$ cat src/rtl/ir_pkg.sv
`default_nettype none
// ----------------------------------------------------------------------------
// ir_pkg: state encodings and default timing shared by IR transmitter/receiver.
// Revision: 1.0
// ----------------------------------------------------------------------------
package ir_pkg;

  localparam int COMMAND_WIDTH               = 12;
  localparam int DEFAULT_UNIT_CYCLES         = 16200;
  localparam int DEFAULT_CARRIER_HALF_PERIOD = 337;
  localparam int DEFAULT_START_UNITS         = 4;
  localparam int DEFAULT_FRAME_UNITS         = 75;

  typedef enum logic [2:0] {
    IDLE  = 3'd0,
    START = 3'd1,
    SPACE = 3'd2,
    MARK  = 3'd3,
    GAP   = 3'd4
  } ir_state_e;

  function automatic int max_int(input int a, input int b);
    return (a > b) ? a : b;
  endfunction

endpackage
`default_nettype wire

$ cat src/rtl/ir_carrier_gen.sv
`default_nettype none
// ----------------------------------------------------------------------------
// ir_carrier_gen: free-running carrier, restartable so each burst begins high.
// Revision: 1.0
// ----------------------------------------------------------------------------
module ir_carrier_gen
  import ir_pkg::*;
#(
  parameter int HALF_PERIOD = DEFAULT_CARRIER_HALF_PERIOD
) (
  input  logic clock,
  input  logic reset,
  input  logic restart,
  output logic carrier
);

  localparam int CNT_W = max_int($clog2(HALF_PERIOD), 1);

  logic [CNT_W-1:0] count_q, count_d;
  logic             phase_q, phase_d;

  always_comb begin
    count_d = count_q;
    phase_d = phase_q;
    if (restart) begin
      count_d = '0;
      phase_d = 1'b1;
    end else if (count_q == CNT_W'(HALF_PERIOD - 1)) begin
      count_d = '0;
      phase_d = ~phase_q;
    end else begin
      count_d = count_q + 1'b1;
    end
  end

  always_ff @(posedge clock) begin
    if (reset) begin
      count_q <= '0;
      phase_q <= 1'b0;
    end else begin
      count_q <= count_d;
      phase_q <= phase_d;
    end
  end

  // Phase for the upcoming cycle, so a registered consumer lines up with it.
  assign carrier = phase_d;

endmodule
`default_nettype wire

$ cat src/rtl/ir_command_transmitter.sv
`default_nettype none
// ----------------------------------------------------------------------------
// ir_command_transmitter: sends the 12-bit move command as repeating SIRC frames.
// Revision: 1.0
// ----------------------------------------------------------------------------
module ir_command_transmitter
  import ir_pkg::*;
#(
  parameter int UNIT_CYCLES         = DEFAULT_UNIT_CYCLES,
  parameter int CARRIER_HALF_PERIOD = DEFAULT_CARRIER_HALF_PERIOD,
  parameter int START_UNITS         = DEFAULT_START_UNITS,
  parameter int FRAME_UNITS         = DEFAULT_FRAME_UNITS
) (
  input  logic                     clock,
  input  logic                     reset,
  input  logic                     transmit,
  input  logic [COMMAND_WIDTH-1:0] command,
  output logic                     ir_out,
  output logic                     envelope,
  output logic                     busy,
  output logic                     frame_done,
  output logic [7:0]               frames_sent
);

  localparam int FRAME_CYCLES = FRAME_UNITS * UNIT_CYCLES;
  localparam int TMR_W        = max_int($clog2(UNIT_CYCLES), 1);
  localparam int UCNT_W       = $clog2(max_int(START_UNITS, 2) + 1);
  localparam int FRM_W        = $clog2(FRAME_CYCLES + 1);
  localparam logic [3:0] LAST_BIT = 4'(COMMAND_WIDTH - 1);

  ir_state_e                state_q, state_d;
  logic [COMMAND_WIDTH-1:0] cmd_q, cmd_d;
  logic [3:0]               bit_idx_q, bit_idx_d;
  logic [TMR_W-1:0]         unit_tmr_q, unit_tmr_d;
  logic [UCNT_W-1:0]        unit_cnt_q, unit_cnt_d;
  logic [FRM_W-1:0]         frame_cnt_q, frame_cnt_d;
  logic                     envelope_q, envelope_d;
  logic                     ir_out_q, ir_out_d;
  logic                     busy_q, busy_d;
  logic                     frame_done_q, frame_done_d;
  logic [7:0]               frames_sent_q, frames_sent_d;

  logic [UCNT_W-1:0] seg_units;
  logic              unit_tick;
  logic              seg_end;
  logic              frame_last;
  logic              start_frame;
  logic              restart;
  logic              carrier;

  always_comb begin
    state_d       = state_q;
    cmd_d         = cmd_q;
    bit_idx_d     = bit_idx_q;
    unit_tmr_d    = unit_tmr_q;
    unit_cnt_d    = unit_cnt_q;
    frame_cnt_d   = frame_cnt_q;
    frame_done_d  = 1'b0;
    frames_sent_d = frames_sent_q;
    start_frame   = 1'b0;

    case (state_q)
      START:   seg_units = UCNT_W'(START_UNITS);
      MARK:    seg_units = cmd_q[bit_idx_q] ? UCNT_W'(2) : UCNT_W'(1);
      default: seg_units = UCNT_W'(1);
    endcase

    unit_tick  = (unit_tmr_q == TMR_W'(UNIT_CYCLES - 1));
    seg_end    = unit_tick && (unit_cnt_q == seg_units - 1'b1);
    frame_last = (frame_cnt_q == FRM_W'(FRAME_CYCLES - 1));

    if (state_q == IDLE) begin
      start_frame = transmit;
    end else begin
      frame_cnt_d = frame_cnt_q + 1'b1;
      unit_tmr_d  = unit_tick ? '0 : unit_tmr_q + 1'b1;
      if (seg_end) begin
        unit_cnt_d = '0;
      end else if (unit_tick) begin
        unit_cnt_d = unit_cnt_q + 1'b1;
      end

      // The frame length is fixed, so its end overrides whatever segment is running.
      if (frame_last) begin
        frame_done_d  = 1'b1;
        frames_sent_d = frames_sent_q + 8'd1;
        state_d       = IDLE;
        start_frame   = transmit;
      end else if (seg_end) begin
        case (state_q)
          START: state_d = SPACE;
          SPACE: state_d = MARK;
          MARK: begin
            if (bit_idx_q == LAST_BIT) begin
              state_d = GAP;
            end else begin
              bit_idx_d = bit_idx_q + 4'd1;
              state_d   = SPACE;
            end
          end
          default: state_d = state_q;
        endcase
      end
    end

    if (start_frame) begin
      state_d     = START;
      cmd_d       = command;
      bit_idx_d   = 4'd0;
      unit_tmr_d  = '0;
      unit_cnt_d  = '0;
      frame_cnt_d = '0;
    end

    restart    = start_frame || ((state_d == MARK) && (state_q != MARK));
    envelope_d = (state_d == START) || (state_d == MARK);
    busy_d     = (state_d != IDLE);
    ir_out_d   = envelope_d & carrier;
  end

  ir_carrier_gen #(
    .HALF_PERIOD(CARRIER_HALF_PERIOD)
  ) u_carrier (
    .clock   (clock),
    .reset   (reset),
    .restart (restart),
    .carrier (carrier)
  );

  always_ff @(posedge clock) begin
    if (reset) begin
      state_q       <= IDLE;
      cmd_q         <= '0;
      bit_idx_q     <= '0;
      unit_tmr_q    <= '0;
      unit_cnt_q    <= '0;
      frame_cnt_q   <= '0;
      envelope_q    <= 1'b0;
      ir_out_q      <= 1'b0;
      busy_q        <= 1'b0;
      frame_done_q  <= 1'b0;
      frames_sent_q <= '0;
    end else begin
      state_q       <= state_d;
      cmd_q         <= cmd_d;
      bit_idx_q     <= bit_idx_d;
      unit_tmr_q    <= unit_tmr_d;
      unit_cnt_q    <= unit_cnt_d;
      frame_cnt_q   <= frame_cnt_d;
      envelope_q    <= envelope_d;
      ir_out_q      <= ir_out_d;
      busy_q        <= busy_d;
      frame_done_q  <= frame_done_d;
      frames_sent_q <= frames_sent_d;
    end
  end

  assign ir_out      = ir_out_q;
  assign envelope    = envelope_q;
  assign busy        = busy_q;
  assign frame_done  = frame_done_q;
  assign frames_sent = frames_sent_q;

endmodule
`default_nettype wire

$ cat config.mk
export PLATFORM = sky130hd
export DESIGN_NAME = ir_command_transmitter
export DESIGN_NICKNAME = d
export VERILOG_FILES = /design/src/rtl/ir_pkg.sv /design/src/rtl/ir_carrier_gen.sv /design/src/rtl/ir_command_transmitter.sv
export SDC_FILE = /design/constraint.sdc
export NUM_CORES = 1
export LEC_CHECK = 0
export ABC_CLOCK_PERIOD_IN_PS = 4660
export CORE_MARGIN = 2
export CORE_UTILIZATION = 37
export DETAILED_ROUTE_END_ITERATION = 16
export GPL_TIMING_DRIVEN = 0
export PLACE_DENSITY = 0.54
export SYNTH_ARGS = -nofsm -noshare
export SYNTH_HDL_FRONTEND = slang
export SYNTH_SLANG_ARGS = --single-unit
$ cat constraint.sdc
create_clock -name clock -period 4.66 [get_ports clock]
set_clock_uncertainty 0.2 [all_clocks]
set_input_delay 0.932 -clock clock [delete_from_list [all_inputs] [get_ports clock]]
set_output_delay 0.932 -clock clock [all_outputs]
set_load 0.01 [all_outputs]
Yosys cells after proc, flatten, opt, wreduce, memory -nomap -nowiden
Index checks and enable logic that the tools add are counted.
{ "word_totals": {"rom_bits": 0, "output_inout_bits": 12, "latchBits": 0, "regBits": 79, "ram_bits": 0, "inputBits": 15, "mem_count": 0} }
{ "classes": {"n_reduce_logical": 13, "n_div": 0, "multipliers": 0, "addsub": 7, "n_bitwise": 5, "shifts": 0, "n_eq_ne": 11, "magnitude_cmp": 1, "n_mux": 18} }
{ "op_table": {"columns": ["operator", "n"], "rows": [
  ["21-bit by 1-bit adder with 21-bit output, second input constant", 1],
  ["21-bit == test, second input constant", 1],
  ["3-bit 2-to-1 mux", 7],
  ["14-bit by 1-bit adder with 14-bit output, second input constant", 1],
  ["14-bit == test, second input constant", 1],
  ["14-bit 2-to-1 mux", 1],
  ["9-bit by 1-bit adder with 9-bit output, second input constant", 1],
  ["3-bit by 2-bit == test with 1-bit output, second input constant", 3],
  ["9-bit == test, second input constant", 1],
  ["3-bit one-hot mux with 3 select lines", 1],
  ["8-bit by 1-bit adder with 8-bit output, second input constant", 1],
  ["3-bit by 1-bit == test with 1-bit output, second input constant", 2],
  ["1-bit 2-to-1 mux", 6],
  ["3-bit one-hot mux with 2 select lines", 1],
  ["4-bit by 5-bit less-than comparator with 1-bit output, second input constant", 1],
  ["5-bit AND reduction", 1],
  ["4-bit by 1-bit adder with 4-bit output, second input constant", 1],
  ["1-bit binary-select mux with 4-bit select", 1],
  ["4-bit == test, second input constant", 1],
  ["1-bit inverter", 4],
  ["2-bit AND reduction", 2],
  ["2-bit OR reduction", 2],
  ["3-bit by 1-bit adder with 3-bit output, second input constant", 1],
  ["3-bit == test", 1],
  ["10 further kinds", 12]
]} }

Longest topological paths before layout
Gate-level depths: netlist (run 1).
{ "depth": {"depth_word": 16, "ltp_mapped": 9} }

Cells and area by module
Synthesis (run 1) repeated with hierarchy kept, for this count alone.
{ "unflattened": {"hier_cells": 440, "area_unflattened_um2": 3769.9} }
{ "modules_own_cells": {"columns": ["mod", "area_per_inst_um2", "n_inst", "cells_each", "seq_area_each_um2"], "rows": [
  ["ir_command_transmitter", 3303.2, 1, 387, 1381.3],
  ["ir_carrier_gen", 466.7, 1, 53, 200.2]
]} }

Least setup slack after synthesis (run 1)
No wires, ideal clock.
{ "synth_timing": {"kind": "reg-to-reg", "start": "register bit_idx_q[0]", "end": "register state_q[1]", "stages_incl_launch_ff": 8, "t_arrival_ns": 2.337, "path_slack_ns": 2.019, "synth_period_minus_slack_ns": 2.641, "path_cell_list": "dfxtp_1 buf_6 mux4_2 or2_4 a22oi_4 xnor2_1 or4_4 a2111oi_2"} }
{ "synth_via": {"elab_chain_cells": 11, "elab_cells_between_ends": 14, "cone_classes": "add/sub (1); eq/ne (2); mux (10); reduce/logical (1)"} }
{ "synth_rtl": {"columns": ["item", "line", "rtl"], "rows": [
  ["start: declaration", "ir_command_transmitter.sv:33", "logic [3:0] bit_idx_q, bit_idx_d;"],
  ["start signal: assignment", "ir_command_transmitter.sv:146", "bit_idx_q <= bit_idx_d;"],
  ["1-bit binary-select mux with 4-bit select", "ir_command_transmitter.sv:64", "MARK: seg_units = cmd_q[bit_idx_q] ? UCNT_W'(2) : UCNT_W'(1);"],
  ["1-bit 2-to-1 mux (implied by the code)", "ir_command_transmitter.sv:64", null],
  ["2-bit 2-to-1 mux", "ir_command_transmitter.sv:64", null],
  ["3-bit one-hot mux with 2 select lines", "ir_command_transmitter.sv:62", "case (state_q)"],
  ["3-bit by 1-bit subtractor with 3-bit output", "ir_command_transmitter.sv:69", "seg_end = unit_tick && (unit_cnt_q == seg_units - 1'b1);"],
  ["3-bit == test", "ir_command_transmitter.sv:69", null],
  ["1-bit logical AND", "ir_command_transmitter.sv:69", null],
  ["3-bit 2-to-1 mux *", "ir_command_transmitter.sv:89", "end else if (seg_end) begin"],
  ["3-bit 2-to-1 mux *", "ir_command_transmitter.sv:84", "if (frame_last) begin"],
  ["3-bit 2-to-1 mux *", "ir_command_transmitter.sv:72", "if (state_q == IDLE) begin"],
  ["3-bit 2-to-1 mux *", "ir_command_transmitter.sv:106", "if (start_frame) begin"],
  ["end signal: assignment", "ir_command_transmitter.sv:144", "state_q <= state_d;"],
  ["end: declaration", "ir_command_transmitter.sv:31", "ir_state_e state_q, state_d;"]
]} }
Mark *: on every way between the ends. The rest lies on a longest branch, timed or not. The select of a mux whose other input is x is not followed.
A chain may end at the register's enable or synchronous reset.

Worst setup path after layout (run 1)
{ "layout_timing": {"start": "register unit_tmr_q[0]", "end": "register bit_idx_q[3]"} }
{ "layout_via": {"elab_chain_cells": 3} }
{ "layout_rtl": {"columns": ["item", "line", "rtl"], "rows": [
  ["start: declaration", "ir_command_transmitter.sv:34", "logic [TMR_W-1:0] unit_tmr_q, unit_tmr_d;"],
  ["start signal: assignment", "ir_command_transmitter.sv:147", "unit_tmr_q <= unit_tmr_d;"],
  ["14-bit == test", "ir_command_transmitter.sv:68", "unit_tick = (unit_tmr_q == TMR_W'(UNIT_CYCLES - 1));"],
  ["1-bit logical AND", "ir_command_transmitter.sv:69", null],
  ["5-bit AND reduction (no line)", null, null]
]} }
No other way between the ends.

==> PnR_summary.wiki, run 1 <==
{| class="wikitable"
! Metric !! Value
|-
| CP max FO || 6
|-
| Flip-flop and latch count after synthesis || 79
|-
| Setup TNS || 0 ns
|-
| Initial detailed-routing violation count || 164
|-
| Setup crit start kind || flip-flop
|-
| Capturing instance or port of the critical path || bit_idx_q[3]$_SDFFE_PP0P_
|-
| Cell at the root of the clock tree || clkbuf_8
|-
| Overall global routing resource usage || around 16%
|-
| Endpoint required time on the critical path || about 4.7 ns
|-
| GPL Wtd Cong || between 0.8 and 0.9
|-
| Hold buffer count at cts || 0
|-
| Number of search-and-repair iterations in the first detailed-routing pass || 4
|-
| Share of flip-flops with an asynchronous set or reset after synthesis || 0%
|-
| Flop-to-flop setup slack || roughly 1.5 ns
|-
| Post-CTS setup buffers || 0
|-
| TritonCTS clock tree || done
|-
| VDD IR max || ~0.14 mV
|-
| Row Count || 36
|-
| Post-layout net count || 499
|-
| Starting Density || 38.1%
|-
| Total half-perimeter wirelength after legalization and detailed placement || 5830 um
|-
| Outcome || finished, final reports clean
|-
| Total I/O pin count || 27
|-
| Overall overflow remaining after global route || 0
|-
| CTS Buffer Depth || 2
|-
| Total die area || 0.0109 mm^2
|-
| Clock transition time at the flip-flop clock pins of the worst setup and hold paths || roughly 0.080 ns
|-
| Worst slack, placed || between 1.5 and 2 ns
|-
| Final setup margin || approximately 1.5 ns
|-
| Worst-Skew Late Latency || approximately 0.36 ns
|-
| Core Area || between 0.009 and 0.01 mm^2
|-
| Post-route DRC violation count || 0
|-
| Startpoint of the most critical setup path || unit_tmr_q[0]$_SDFFE_PP0N_
|-
| Post-route core utilization || between 40 and 50%
|-
| Min Hold Slack || 0.256 ns
|-
| First-pass GRT wire length || about 14000 um
|-
| Sequential area share after synthesis || 42.2%
|-
| Max Transition Viols Final || 0
|-
| Number of standard cells after synthesis || between 400 and 500
|-
| Antenna diode count || 0
|-
| Vertical die dimension || approximately 100 um
|-
| Routed vias/inst || between 4 and 5
|-
| Count of flip-flops with a built-in enable after synthesis || 0
|-
| P per Cell Area || between 200 and 300 mW/mm^2
|-
| Worst reg2reg endpoint || bit_idx_q[3]$_SDFFE_PP0P_
|-
| Unrepaired setup endpoints after global routing || false
|-
| Post-cts resize count || 0
|-
| Launch point of the worst reg-to-reg path || unit_tmr_q[0]$_SDFFE_PP0N_
|-
| Routed wirelength normalized by instance count || roughly 13 um
|-
| Most used flip-flop cell after synthesis || dfxtp_1
|-
| Net count after synthesis || 463
|-
| Total power draw || between 1 and 1.5 mW
|-
| Avg Inst Size Synth || about 8.5 um^2
|-
| Number of antenna violations at the first check in global routing || 0
|-
| Classification of the worst setup path || reg -> reg
|-
| Netlist cell types || 51
|-
| Type of destination of the critical path || flip-flop
|-
| Hold Fails Final Rpt || 0
|-
| Worst-case reg-to-reg path depth || 8
|-
| Crit share post-route || approximately 67%
|-
| Via count || ~3100
|-
| Cell area after synthesis || 0.00374 mm^2
|-
| CTS Sinks || 79
|-
| Residual antenna-violating net count after detailed routing || 0
|-
| Signed area change from the synthesized netlist to the final layout || 15.8%
|-
| Warning count from the yosys run || 0
|-
| Inserted Clock Buffers || 9
|-
| PortBufs || 25
|-
| Maximum operating frequency || approximately 320 MHz
|-
| Worst path arrival time || 3.20 ns
|-
| Ratio of cells with drive above 1 in the final layout || approximately 5.4%
|-
| Maxcap violations || 0
|-
| Crit path time final || roughly 3.1 ns
|-
| Class of the most critical hold timing path || reg -> reg
|-
| Die X || 105 um
|-
| Final number of setup-violating endpoints || 0
|-
| Number of global-route vias before repair || ~3000
|-
| Max H-tree Level || 3
|-
| Overall routed net length || approximately 8000 um
|-
| Worst slew pin tran || just under 1 ns
|-
| Maximum number of pins on one net before global-route repair || 14
|-
| Slew headroom || between 30% and 40%
|-
| Leakage dissipation || 1.46 nW
|}
where the power goes:
part / switching (mW) / total (mW) / internal, mW
Clock: 0.255 / 0.460 / 0.205
Combinational: 0.0614 / 0.103 / 0.0413
Sequential: 0.00984 / 0.699 / 0.689
metal layers:
layer	vias to the layer above	track usage [%]	part of all wire (%)
li1	1590	-	-
met2	59	25.4	45
met1	1405	20.4	49
met4	0	7.24	1.6
met3	13	3.74	4.0
met5	-	0	0
registers in the layout, indices dropped and copies added, names as in the netlist, 3 cells and up:
name / flops
frame_cnt_q: 21
unit_tmr_q: 14
cmd_q: 12
u_carrier.count_q: 9
frames_sent: 8
bit_idx_q: 4
state_q: 3
unit_cnt_q: 3
how the worst min path moves through the flow:
stage | start | end | slack [ns] | depth (start not counted)
floorplan | cmd_q[10]$_SDFFE_PP0P_ | cmd_q[10]$_SDFFE_PP0P_ | 0.23 | 2
global placement | cmd_q[7]$_SDFFE_PP0P_ | cmd_q[7]$_SDFFE_PP0P_ | 0.24 | 2
detailed placement | cmd_q[1]$_SDFFE_PP0P_ | cmd_q[1]$_SDFFE_PP0P_ | 0.25 | 2
CTS | cmd_q[1]$_SDFFE_PP0P_ | cmd_q[1]$_SDFFE_PP0P_ | 0.26 | 2
global route | cmd_q[3]$_SDFFE_PP0P_ | cmd_q[3]$_SDFFE_PP0P_ | 0.28 | 2
finish | cmd_q[1]$_SDFFE_PP0P_ | cmd_q[1]$_SDFFE_PP0P_ | 0.26 | 2
final cells by class:
cell class | instances | area, um^2
inverter | 13 | 48.8
sequential | 79 | 1580
timing repair buffer | 25 | 250
tap | 133 | 166
clock inverter | 6 | 36.3
multi-input combinational | 331 | 2040
buffer | 18 | 77.6
clock buffer | 10 | 138
fill | 1018 | 5480
synthesized netlist by cell type, drive strengths merged, types with 4 or more instances:
| master | number | area [um^2] |
|---|---|---|
| inv | 13 | 48.8 |
| a21oi | 25 | 125 |
| and4 | 4 | 35.0 |
| nor2 | 72 | 270 |
| o21ai | 7 | 35.0 |
| xnor2 | 24 | 210 |
| xor2 | 28 | 245 |
| or3 | 5 | 31.3 |
| nand4 | 16 | 100 |
| and3 | 7 | 43.8 |
| dfxtp | 79 | 1580 |
| ha | 7 | 87.6 |
| nand3 | 23 | 115 |
| nor4 | 4 | 25.0 |
| nand2 | 49 | 184 |
| clkbuf | 15 | 57.6 |
| mux2i | 4 | 40.0 |
| nor3 | 9 | 45.0 |
placed cells by master (no fill, tap or decap), drive strengths merged, types with 4 or more instances in the layout:
master	count
clkdlybuf4s50	25
and4	4
mux2i	4
xnor2	24
a21oi	25
dfxtp	79
nand2	49
nand3	23
clkinv	5
o21ai	7
nor4	4
inv	13
or3	5
nor3	9
xor2	28
nor2	72
and3	7
clkbuf	25
nand4	16
ha	7
cell families (layout without fill, tap and decap cells):
group | Yosys count | in the layout | synth area share [%]
AND/OR/NAND/NOR | 215 | 215 | 28.3
AO/OA/AOI/OAI | 50 | 50 | 8.99
flip-flops | 79 | 79 | 42.2
buffers and inverters | 31 | 72 | 3.37
multiplexers | 7 | 7 | 2.57
XOR/XNOR | 52 | 52 | 12.2
adder cells (fa/ha/maj) | 7 | 7 | 2.34
worst max-delay path: stages (launching register included):
cell	delay, ns
dfxtp_1	0.43
ha_1	0.28
nand2_1	0.10
or4_1	0.51
clkbuf_1	0.19
a2111oi_0	0.57
mux2i_1	0.25
or3_1	0.36
a21oi_1	0.14
metrics by stage:
step | cell area (um^2) | std cells
detailed placement | 4160 | 599
floorplan | 3740 | 441
CTS | 4340 | 615
global placement | 4160 | 599
finish | 4340 | 615
global route | 4340 | 615
No activity file was read; power rests on OpenSTA's default activity.
==> run 2: changes to the inputs <==
--- a/config.mk
+++ b/config.mk
@@ -5,7 +5,7 @@
 export SDC_FILE = /design/constraint.sdc
 export NUM_CORES = 1
 export LEC_CHECK = 0
-export ABC_CLOCK_PERIOD_IN_PS = 4660
+export ABC_CLOCK_PERIOD_IN_PS = 3100
 export CORE_MARGIN = 2
 export CORE_UTILIZATION = 37
 export DETAILED_ROUTE_END_ITERATION = 16
==> constraint.sdc (replaced) <==
create_clock -name clock -period 3.1 [get_ports clock]
set_clock_uncertainty 0.2 [all_clocks]
set_input_delay 0.62 -clock clock [delete_from_list [all_inputs] [get_ports clock]]
set_output_delay 0.62 -clock clock [all_outputs]
set_load 0.01 [all_outputs]
==> run 2 against run 1 <==
Flip-flop and latch count unchanged. Critical endpoint unchanged. Via count down 0.33%. Highest routed layer unchanged. Clock-buffer cell count unchanged. Critical path type unchanged. Die area unchanged. Routed wire length about the same. Design area up 0.63%. Non-clock buffer count down 1.
==> PnR_summary.wiki, run 2 (same netlist as run 1, synthesis figures left out) <==
{| class="wikitable"
! Metric !! Value
|-
| Crit share post-route || 94.2%
|-
| Leakage dissipation || 1.45 nW
|-
| Post-route core utilization || 44.4%
|-
| Clock transition time at the flip-flop clock pins of the worst setup and hold paths || ~0.080 ns
|-
| Vertical die dimension || 105 um
|-
| Total die area || approximately 0.011 mm^2
|-
| Max reg flops || 21
|-
| Ratio of cells with drive above 1 in the final layout || approximately 6.7%
|-
| Worst-case reg-to-reg path depth || 8
|-
| Switching power || approximately 0.5 mW
|-
| Combinational power share || under 10%
|-
| First-pass GRT wire length || 14000 um
|-
| Crit path time final || a little under 3 ns
|-
| Flop-to-flop setup slack || about 0.18 ns
|-
| Largest registers ranked by flip-flop count || frame_cnt_q x21, unit_tmr_q x14, cmd_q x12
|-
| Core Area || between 0.009 and 0.01 mm^2
|-
| Initial detailed-routing violation count || roughly 150
|-
| CP max FO || 6
|-
| Slew headroom || 52.4%
|-
| Signed area change from the synthesized netlist to the final layout || 16.5%
|-
| Worst reg2reg endpoint || bit_idx_q[3]$_SDFFE_PP0P_
|-
| Classification of the worst setup path || reg -> reg
|-
| Final number of setup-violating endpoints || 0
|-
| Number of global-route vias before repair || 2968
|-
| P per Cell Area || 435 mW/mm^2
|-
| CTS Buffer Depth || 2
|-
| Starting Density || between 30% and 40%
|-
| Share of power burned in the clock network || between 30% and 40%
|-
| GPL Wtd Cong || about 0.84
|-
| Via count || a little over 3000
|-
| Switching Fraction || between 20 and 30%
|-
| Startpoint of the most critical setup path || unit_tmr_q[0]$_SDFFE_PP0N_
|-
| Maximum number of pins on one net before global-route repair || 14
|-
| Maximum operating frequency || about 340 MHz
|-
| Worst path arrival time || approximately 3.0 ns
|-
| Class of the most critical hold timing path || reg -> reg
|-
| Overall overflow remaining after global route || 0
|-
| Hold Fails Final Rpt || 0
|-
| FILL cells || between 1000 and 1500
|-
| Endpoint of the worst hold-timing path || cmd_q[1]$_SDFFE_PP0P_
|-
| Total half-perimeter wirelength after legalization and detailed placement || 5830 um
|-
| Most used cells in the layout excluding fill and tap cells || dfxtp_1 (79), nor2_1 (72), nand2_1 (49), xor2_1 (28)
|-
| Total I/O pin count || 27
|-
| Number of instances on the worst hold path || 2
|-
| Final design area excluding fillers || approximately 0.0044 mm^2
|-
| Sequential cell area || 0.00158 mm^2
|-
| Top reg by flops || frame_cnt_q
|-
| Type of destination of the critical path || flip-flop
|-
| Area occupied by multi-input gates || just over 0.002 mm^2
|-
| Overall global routing resource usage || around 16%
|-
| Setup crit start kind || flip-flop
|-
| Post-layout net count || between 400 and 500
|-
| Residual antenna-violating net count after detailed routing || 0
|-
| Worst slack, placed || -0.00944 ns
|-
| Post-CTS setup buffers || 0
|-
| Max Transition Viols Final || 0
|-
| Worst-Skew Late Latency || between 0.3 and 0.4 ns
|-
| Die X || 105 um
|-
| Routed wirelength normalized by instance count || about 13 um
|-
| Design internal power || ~1.4 mW
|-
| Routed vias/inst || 4.98
|-
| Outcome || finished, final reports clean
|-
| Total power draw || ~1.9 mW
|-
| Worst Min Path Start || cmd_q[1]$_SDFFE_PP0P_
|-
| VDD IR max || ~0.21 mV
|-
| Min Hold Slack || between 0.2 and 0.3 ns
|-
| Placement Cell Area || roughly 0.0042 mm^2
|-
| Maxcap violations || 0
|-
| Number of search-and-repair iterations in the first detailed-routing pass || 4
|-
| Antenna diode count || 0
|-
| Endpoint required time on the critical path || 3.18 ns
|-
| PortBufs || 25
|-
| Overall routed net length || approximately 8000 um
|-
| Inserted Clock Buffers || 9
|-
| Max H-tree Level || 3
|-
| Relative contribution of sequential cells to total power || between 50% and 60%
|-
| Launch point of the worst reg-to-reg path || unit_tmr_q[0]$_SDFFE_PP0N_
|-
| CTS Sinks || between 70 and 80
|-
| Cell at the root of the clock tree || clkbuf_8
|-
| TritonCTS clock tree || done
|-
| Number of antenna violations at the first check in global routing || 0
|-
| Commonest non-fill, non-tap cell in the layout || dfxtp_1
|-
| Worst slew pin tran || ~0.7 ns
|-
| Unrepaired setup endpoints after global routing || false
|-
| Row Count || 36
|-
| Final setup margin || approximately 0.18 ns
|-
| Post-route DRC violation count || 0
|}
run 2: critical path: stages, from the launching register on:
cell and delay, ns:
dfxtp_1 0.44, ha_2 0.26, nand2_1 0.10, or4_1 0.51
clkbuf_1 0.20, a2111oi_2 0.43, mux2i_1 0.22, or3_1 0.35
a21oi_1 0.14
run 2: per-layer routing:
metal,vias up,track usage [%],routed length (um)
li1,1588,-,-
met1,1404,20.4,3890
met2,54,25.3,3670
met3,11,3.74,327
met4,0,7.24,119
met5,-,0,0
run 2: power groups by stage:
stage	logic (mW)	clock network (mW)	registers, mW
3_5_place_dp	0.155	0	1.07
6_report	0.155	0.693	1.05
4_1_cts	0.156	0.724	1.05
3_3_place_gp	0.155	0	1.07
2_1_floorplan	0.0994	0	1.07
5_1_grt	0.176	0.769	1.05
run 2: area by class of cell:
type	instances	area share, %
Clock buffer	10	3.15
Buffer	17	1.69
Timing Repair Buffer	25	5.74
Multi-Input combinational cell	331	47.4
Inverter	13	1.12
Clock inverter	6	0.832
Tap cell	133	3.81
Sequential cell	79	36.2
run 2: worst max-delay path by stage:
stage                                 to  slack, ns  cells after the start
2_1_floorplan      state_q[1]$_SDFF_PP0_       0.46                      7
3_3_place_gp   bit_idx_q[3]$_SDFFE_PP0P_       0.04                      8
3_5_place_dp   bit_idx_q[3]$_SDFFE_PP0P_     -0.009                      8
4_1_cts        bit_idx_q[2]$_SDFFE_PP0P_       0.03                      8
5_1_grt        bit_idx_q[3]$_SDFFE_PP0P_      0.005                      8
6_report       bit_idx_q[3]$_SDFFE_PP0P_       0.18                      8
run 2: what timing repair did:
| action | CTS | global route |
|---|---|---|
| hold buffers | 0 | 0 |
| setup endpoints to repair | 3 | 14 |
| pin swaps | 0 | 0 |
| gates resized for setup | 2 | 5 |
run 2: per-stage QoR:
step / TNS [ns] / instances
floorplan: 0 / 441
global placement: 0 / 599
detailed placement: -0.00944 / 599
CTS: 0 / 615
global route: 0 / 614
finish: 0 / 614
